--- src/rtl/gb_apu_frame_sequencer_if.sv ---
// Frame sequencer control/event bundle: APU power and DIV tap in, channel timing ticks out.
// The master drives the inputs (APU core / bench); the slave is the sequencer.
interface gb_apu_frame_sequencer_if;
  logic       apu_enable;
  logic       div_bit;
  logic       clk_length_ctr;
  logic       clk_sweep;
  logic       clk_vol_env;
  logic [2:0] step;
  logic       length_odd_step;

  modport master (
    output apu_enable,
    output div_bit,
    input  clk_length_ctr,
    input  clk_sweep,
    input  clk_vol_env,
    input  step,
    input  length_odd_step
  );

  modport slave (
    input  apu_enable,
    input  div_bit,
    output clk_length_ctr,
    output clk_sweep,
    output clk_vol_env,
    output step,
    output length_odd_step
  );
endinterface

--- src/rtl/gb_apu_frame_sequencer.sv ---
// Game Boy APU frame sequencer: 512 Hz step source -> length/sweep/envelope enable ticks.
// Define GB_APU_FS_INTERNAL_DIV_EN to replace the DIV tap with an internal CLK_DIV prescaler.
module gb_apu_frame_sequencer #(
  parameter int CLK_DIV = 8192
) (
  input  logic                          clk,
  input  logic                          rst_n,
  gb_apu_frame_sequencer_if.slave       fs
);

  logic [2:0] step_q, step_d;
  logic       len_q, len_d;
  logic       sweep_q, sweep_d;
  logic       env_q, env_d;
  logic       tick;

`ifdef GB_APU_FS_INTERNAL_DIV_EN
  localparam int PW = $clog2(CLK_DIV);
  localparam logic [PW-1:0] PRESC_MAX = PW'(CLK_DIV - 1);

  logic [PW-1:0] presc_q, presc_d;

  assign tick = fs.apu_enable && (presc_q == PRESC_MAX);

  always_comb begin
    presc_d = '0;
    if (fs.apu_enable && (presc_q != PRESC_MAX)) begin
      presc_d = presc_q + 1'b1;
    end
  end

  always_ff @(posedge clk or negedge rst_n) begin
    if (!rst_n) begin
      presc_q <= '0;
    end else begin
      presc_q <= presc_d;
    end
  end
`else
  logic div_prev_q, div_prev_d;

  // div_prev follows div_bit even while powered down, so re-enabling never sees a stale edge.
  assign div_prev_d = fs.div_bit;
  assign tick       = fs.apu_enable && div_prev_q && !fs.div_bit;

  always_ff @(posedge clk or negedge rst_n) begin
    if (!rst_n) begin
      div_prev_q <= 1'b0;
    end else begin
      div_prev_q <= div_prev_d;
    end
  end
`endif

  always_comb begin
    // NOTE: every output of this block gets a default first, so no path can infer a latch.
    step_d  = step_q;
    len_d   = 1'b0;
    sweep_d = 1'b0;
    env_d   = 1'b0;
    if (!fs.apu_enable) begin
      step_d = 3'd0;
    end else if (tick) begin
      len_d   = !step_q[0];                    // steps 0, 2, 4, 6
      sweep_d = step_q[1] && !step_q[0];       // steps 2, 6
      env_d   = (step_q == 3'd7);
      step_d  = step_q + 3'd1;
    end
  end

  always_ff @(posedge clk or negedge rst_n) begin
    if (!rst_n) begin
      step_q  <= 3'd0;
      len_q   <= 1'b0;
      sweep_q <= 1'b0;
      env_q   <= 1'b0;
    end else begin
      // NOTE: non-blocking assignments so every flop samples pre-edge values.
      step_q  <= step_d;
      len_q   <= len_d;
      sweep_q <= sweep_d;
      env_q   <= env_d;
    end
  end

  assign fs.clk_length_ctr  = len_q;
  assign fs.clk_sweep       = sweep_q;
  assign fs.clk_vol_env     = env_q;
  assign fs.step            = step_q;
  assign fs.length_odd_step = step_q[0];

endmodule

--- src/flat_wrapper.sv ---
// flat-port wrapper written by rule: the top's interface ports become plain ports
module gb_apu_frame_sequencer_flat 
#(
  parameter int CLK_DIV = 8192
)
  (clk, rst_n, fs_apu_enable, fs_div_bit, fs_clk_length_ctr, fs_clk_sweep, fs_clk_vol_env, fs_step, fs_length_odd_step);
  gb_apu_frame_sequencer_if fs_i ();
  input  logic clk;
  input  logic rst_n;
  input wire logic [$bits(fs_i.apu_enable)-1:0] fs_apu_enable;
  input wire logic [$bits(fs_i.div_bit)-1:0] fs_div_bit;
  output wire logic [$bits(fs_i.clk_length_ctr)-1:0] fs_clk_length_ctr;
  output wire logic [$bits(fs_i.clk_sweep)-1:0] fs_clk_sweep;
  output wire logic [$bits(fs_i.clk_vol_env)-1:0] fs_clk_vol_env;
  output wire logic [$bits(fs_i.step)-1:0] fs_step;
  output wire logic [$bits(fs_i.length_odd_step)-1:0] fs_length_odd_step;
  assign fs_i.apu_enable = fs_apu_enable;
  assign fs_i.div_bit = fs_div_bit;
  assign fs_clk_length_ctr = fs_i.clk_length_ctr;
  assign fs_clk_sweep = fs_i.clk_sweep;
  assign fs_clk_vol_env = fs_i.clk_vol_env;
  assign fs_step = fs_i.step;
  assign fs_length_odd_step = fs_i.length_odd_step;
  gb_apu_frame_sequencer #(.CLK_DIV(CLK_DIV)) u_core (.clk(clk), .rst_n(rst_n), .fs(fs_i));
endmodule
--- config.mk ---
export PLATFORM = sky130hd
export DESIGN_NAME = gb_apu_frame_sequencer_flat
export DESIGN_NICKNAME = d
export VERILOG_FILES = /design/src/rtl/gb_apu_frame_sequencer_if.sv /design/src/rtl/gb_apu_frame_sequencer.sv /design/src/flat_wrapper.sv
export SDC_FILE = /design/constraint.sdc
export NUM_CORES = 1
export LEC_CHECK = 0
export ABC_AREA = 1
export CORE_AREA = 2 2 39 41
export CTS_CLUSTER_DIAMETER = 40
export DETAILED_ROUTE_END_ITERATION = 10
export DIE_AREA = 0 0 41 43
export GPL_TIMING_DRIVEN = 0
export PLACE_DENSITY = 0.44
export REMOVE_ABC_BUFFERS = 1
export SLEW_MARGIN = 20
export SYNTH_ARGS = -nofsm -noshare
export SYNTH_HDL_FRONTEND = slang
export SYNTH_SLANG_ARGS = --single-unit
--- constraint.sdc ---
create_clock -name clk -period 3.1 [get_ports clk]
set_clock_uncertainty 0.1 [all_clocks]
set_input_delay 0.62 -clock clk [delete_from_list [all_inputs] [get_ports clk]]
set_output_delay 0.62 -clock clk [all_outputs]
set_load 0.1 [all_outputs]
# Yosys cells after proc, flatten, opt, wreduce, memory -nomap -nowiden
# Cells that the tools add are included.
[totals]
register_bits = 7
latchBits = 0
ramBits = 0
mem_bits_ro = 0
out_inout_bits = 7
wordCells = 21
mem_count = 0
[op_classes]
n_addsub = 1
multipliers = 0
div_mod_pow = 0
magnitude_cmp = 0
n_eq_ne = 2
shifts = 0
muxes = 8
n_bitwise = 0
n_reduce_logical = 5
[ops]
columns = ["operator", "count"]
rows = [
  ["$mux W1", 6],
  ["$mux W3", 2],
  ["$add A3 B1 Y3 const B", 1],
  ["$eq A3 B3 Y1 const B", 1],
  ["$logic_and A1 B1 Y1", 3],
  ["$logic_not A1 Y1", 2],
  ["$ne A2 B1 Y1 const B", 1],
]

# Logic depth before layout (Yosys ltp)
# Gate-level depths: netlist of run 1.
[logic_depth]
ltp_word = 4
mapped_depth = 5
ltp_nobuf = 5

# Worst setup path before layout of run 1
# OpenSTA, ideal clock, no wires.
[synth_path]
path_kind = "reg-to-output"
startpoint = "reg u_core.step_q[0], in the netlist u_core.fs.step[0]"
endpoint = "out fs_step[0]"
arrival_ps = 1376
required_ps = 2380
slack_ps = 1004
path_stages_with_launch = 2
cell_sequence = "dfrtp_1 buf_4"
[synth_rtl]
columns = ["element", "line", "text"]
rows = [
  ["start, declared", "gb_apu_frame_sequencer.sv:11", "logic [2:0] step_q, step_d;"],
  ["start signal, assigned", "gb_apu_frame_sequencer.sv:79", "step_q <= step_d;"],
  ["end, declared", "flat_wrapper.sv:15", "output wire logic [$bits(fs_i.step)-1:0] fs_step;"],
]
# No word-level cell between the ends.

# Worst setup path in the final report of run 1
[layout_path]
startpoint = "reg u_core.step_q[0], in the netlist u_core.fs.step[0]"
endpoint = "out fs_step[0]"
# No word-level cell between the ends.

==> results of run 1 <==
-- cell usage after synthesis (all sizes together) --
cell,number
dfrtp,7
nand2,7
inv,6
nand3,4
ha,3
nor2,3
buf,1
-- placed cells by master (no fill, tap or decap) --
cell type / count
nand2_1: 7
nor2_2: 1
clkbuf_1: 1
clkbuf_4: 3
ha_1: 3
nand3_1: 4
clkdlybuf4s50_1: 10
dfrtp_1: 7
inv_1: 6
nor2_1: 2
-- path summary, 6_finish.rpt --
kind | slack, ps | cells after the start | from | to
max | 560 | 1 | u_core.fs.step[0]$_DFFE_PN0P_ | fs_step[0]
min | 440 | 2 | u_core.fs.step[2]$_DFFE_PN0P_ | u_core.fs.step[2]$_DFFE_PN0P_
max reg2reg | 1890 | 4 | u_core.fs.step[0]$_DFFE_PN0P_ | u_core.fs.step[2]$_DFFE_PN0P_
min reg2reg | 440 | 2 | u_core.fs.step[2]$_DFFE_PN0P_ | u_core.fs.step[2]$_DFFE_PN0P_
max in group asynchronous | 2140 | 1 | rst_n | u_core.fs.step[1]$_DFFE_PN0P_
min in group asynchronous | 520 | 1 | rst_n | u_core.fs.clk_vol_env$_DFF_PN0_
-- flip-flops by register name, indices dropped and copies added (netlist names) --
signal	count
u_core.div_prev_q	1
u_core.fs.clk_length_ctr	1
u_core.fs.clk_sweep	1
u_core.fs.clk_vol_env	1
u_core.fs.step	3
-- cell type report --
cell class                      count  area [µm²]
Clock buffer                        4       26.28
Fill cell                         146       942.2
Inverter                            6       22.52
Multi-Input combinational cell     17       97.59
Sequential cell                     7       175.2
Tap cell                           16       20.02
Timing Repair Buffer               10       100.1
-- cell families after synthesis --
logic type | synth area share, %
simple gates | 19.84
flops | 57.85
buf+inv | 9.918
fa+ha+maj | 12.40
-- per-layer routing --
layer | up-vias | part of all wire, % | GRT usage (%)
li1 | 119 | - | -
met1 | 96 | 40 | 9.150
met2 | 7 | 52 | 11.88
met3 | 2 | 6.4 | 4.712
met4 | 0 | 1.5 | 12.00
met5 | - | 0 | 0
-- stage by stage --
step	util, %	setup slack [ps]	total power [µW]
floorplan	-	698.4	128.0
global placement	30.02	828.9	142.6
detailed placement	30.02	826.1	142.9
CTS	31.92	541.4	230.9
global route	31.92	499.7	239.1
finish	31.92	564.6	227.7
-- power groups by stage --
stage	Sequential (µW)	Clock, µW	Combinational, µW
detailed placement	98.4	0	44.5
global route	97.3	94.8	47.1
global placement	98.3	0	44.3
finish	96.7	87.0	44.0
floorplan	122	0	5.80
CTS	96.8	89.5	44.6
==> impl_metrics.ini, run 1 <==
[finish]
diodes = 0
nNetsFinal = 52
fin_cells = 60
syn_to_final_growth_pct = 45.87
drive_gt1_share_pct = 9.091
finalInstanceArea_um2 = 441.7

[power_and_ir_drop]
p_sw_share_pct = 32.03
combPwrFrac_pct = 19.3
max-vdd-ir-drop_mv = 0.1720
p_sw_uw = 72.93
p_int_uw = 154.8
power_leakage_uw = 0.0002314
p_seq_share_pct = 42.5
clkPwrFrac_pct = 38.2
power_density_nw_per_um2 = 515.5

[clocking]
cts.sinks = 7
cts-root-buf = clkbuf_4
h-tree-depth = 1
hold_buffers = 0
cts_made_buffers = 3
cts_tree = done
max-clock-path-buffers = 2
clk_pin_slew_ps = 60
clock_latency_ps = 260
cts_setup_buffers = 0
ctsResizeCount = 0

[logic_synthesis]
yosysSeqAreaShare_pct = 57.85
postSynthAreaPerCell_um2 = 9.767
netlist_instances = 31
ys_warn_count = 0
synth_area_leader_cell = dfrtp_1
synthTopCellsByArea = dfrtp_1 (58%), ha_1 (12%), nand2_1 (8.7%), inv_1 (7.4%), nand3_1 (6.6%)
netlist.area_leader.share_pct = 57.85
synth.distinct_cells = 8
ys_ff_latch = 7
syn_area_um2 = 302.8

[sta]
rsz0062_at_grt = no
fin_crit_ps = 2535
finalCritPeriodShare_pct = 81.79
tightest_slew_ps = 964.8
slew_violations = 0
setup_violations = 0
fmax_mhz = 394.4
hold_viol = 0
holdWs_ps = 442.4
timing.setup.tns_ps = 0
slew_headroom_pct = 35.48

[placed_design]
portBuffers = 10
hpwl_um = 397.8
placed_cell_area_um2 = 415.4
gp_congestion = 0.7358
place_inst = 56

[route]
drc = 0
drt-initial-drc-count = 1
viasPerCell = 3.733
routedWlPerCell_um = 8.867
drt-total-wl_um = 532
vias = 224
drtPass1Iterations = 3
antenna_left = 0

[worst_setup_path]
critPathLaunchType = register
cp_data_required_time_ps = 2380
worstPathCellList = clkdlybuf4s50_1
critPathMaxStageDelay_ps = 1160
crit_buf_inv = 1
critPathSlowestCell = clkdlybuf4s50_1
end_kind = primary output
crit_family = buffers and inverters
cp_max_fo = 5
cp_data_arrival_time_ps = 1820
path_class = register to primary output

[global_route]
grt_first_pass_wirelength_um = 966
grt_pass1_vias = 230
globalRoute.totalOverflow = 0
grt.total_usage_pct = 9.384
grt_antenna_before_repair = 0
grt_max_degree = 8

[floorplanning]
io_pins = 11
start_util_pct = 21.88
die_area_um2 = 1763
core_area_um2 = 1384
die_x_um = 41
die_height_um = 43
rows = 14

[min_path]
hold_path.class = register to register

[flow_run]
drv_cap = 0

[status]
status = complete, no violations
Note: power is estimated with default switching activity, not from simulation.
==> run 2, diff against run 1 <==
==> constraint.sdc (replaced) <==
create_clock -name clk -period 2.5 [get_ports clk]
set_clock_uncertainty 0.1 [all_clocks]
set_input_delay 0.5 -clock clk [delete_from_list [all_inputs] [get_ports clk]]
set_output_delay 0.5 -clock clk [all_outputs]
set_load 0.1 [all_outputs]
==> results of run 2 <==
Same layout as run 1 (identical final DEF). Status: complete, no violations.
Main changes from that run: setup slack after placement 826.1 ps -> 346.1 ps; setup slack after layout 564.6 ps -> 84.58 ps; hold slack 442.4 ps -> 398.2 ps; register-to-register setup slack 1890 ps -> 1290 ps; total power 227.7 µW -> 282.4 µW; worst IR drop on VDD 0.1720 mV -> 0.2133 mV
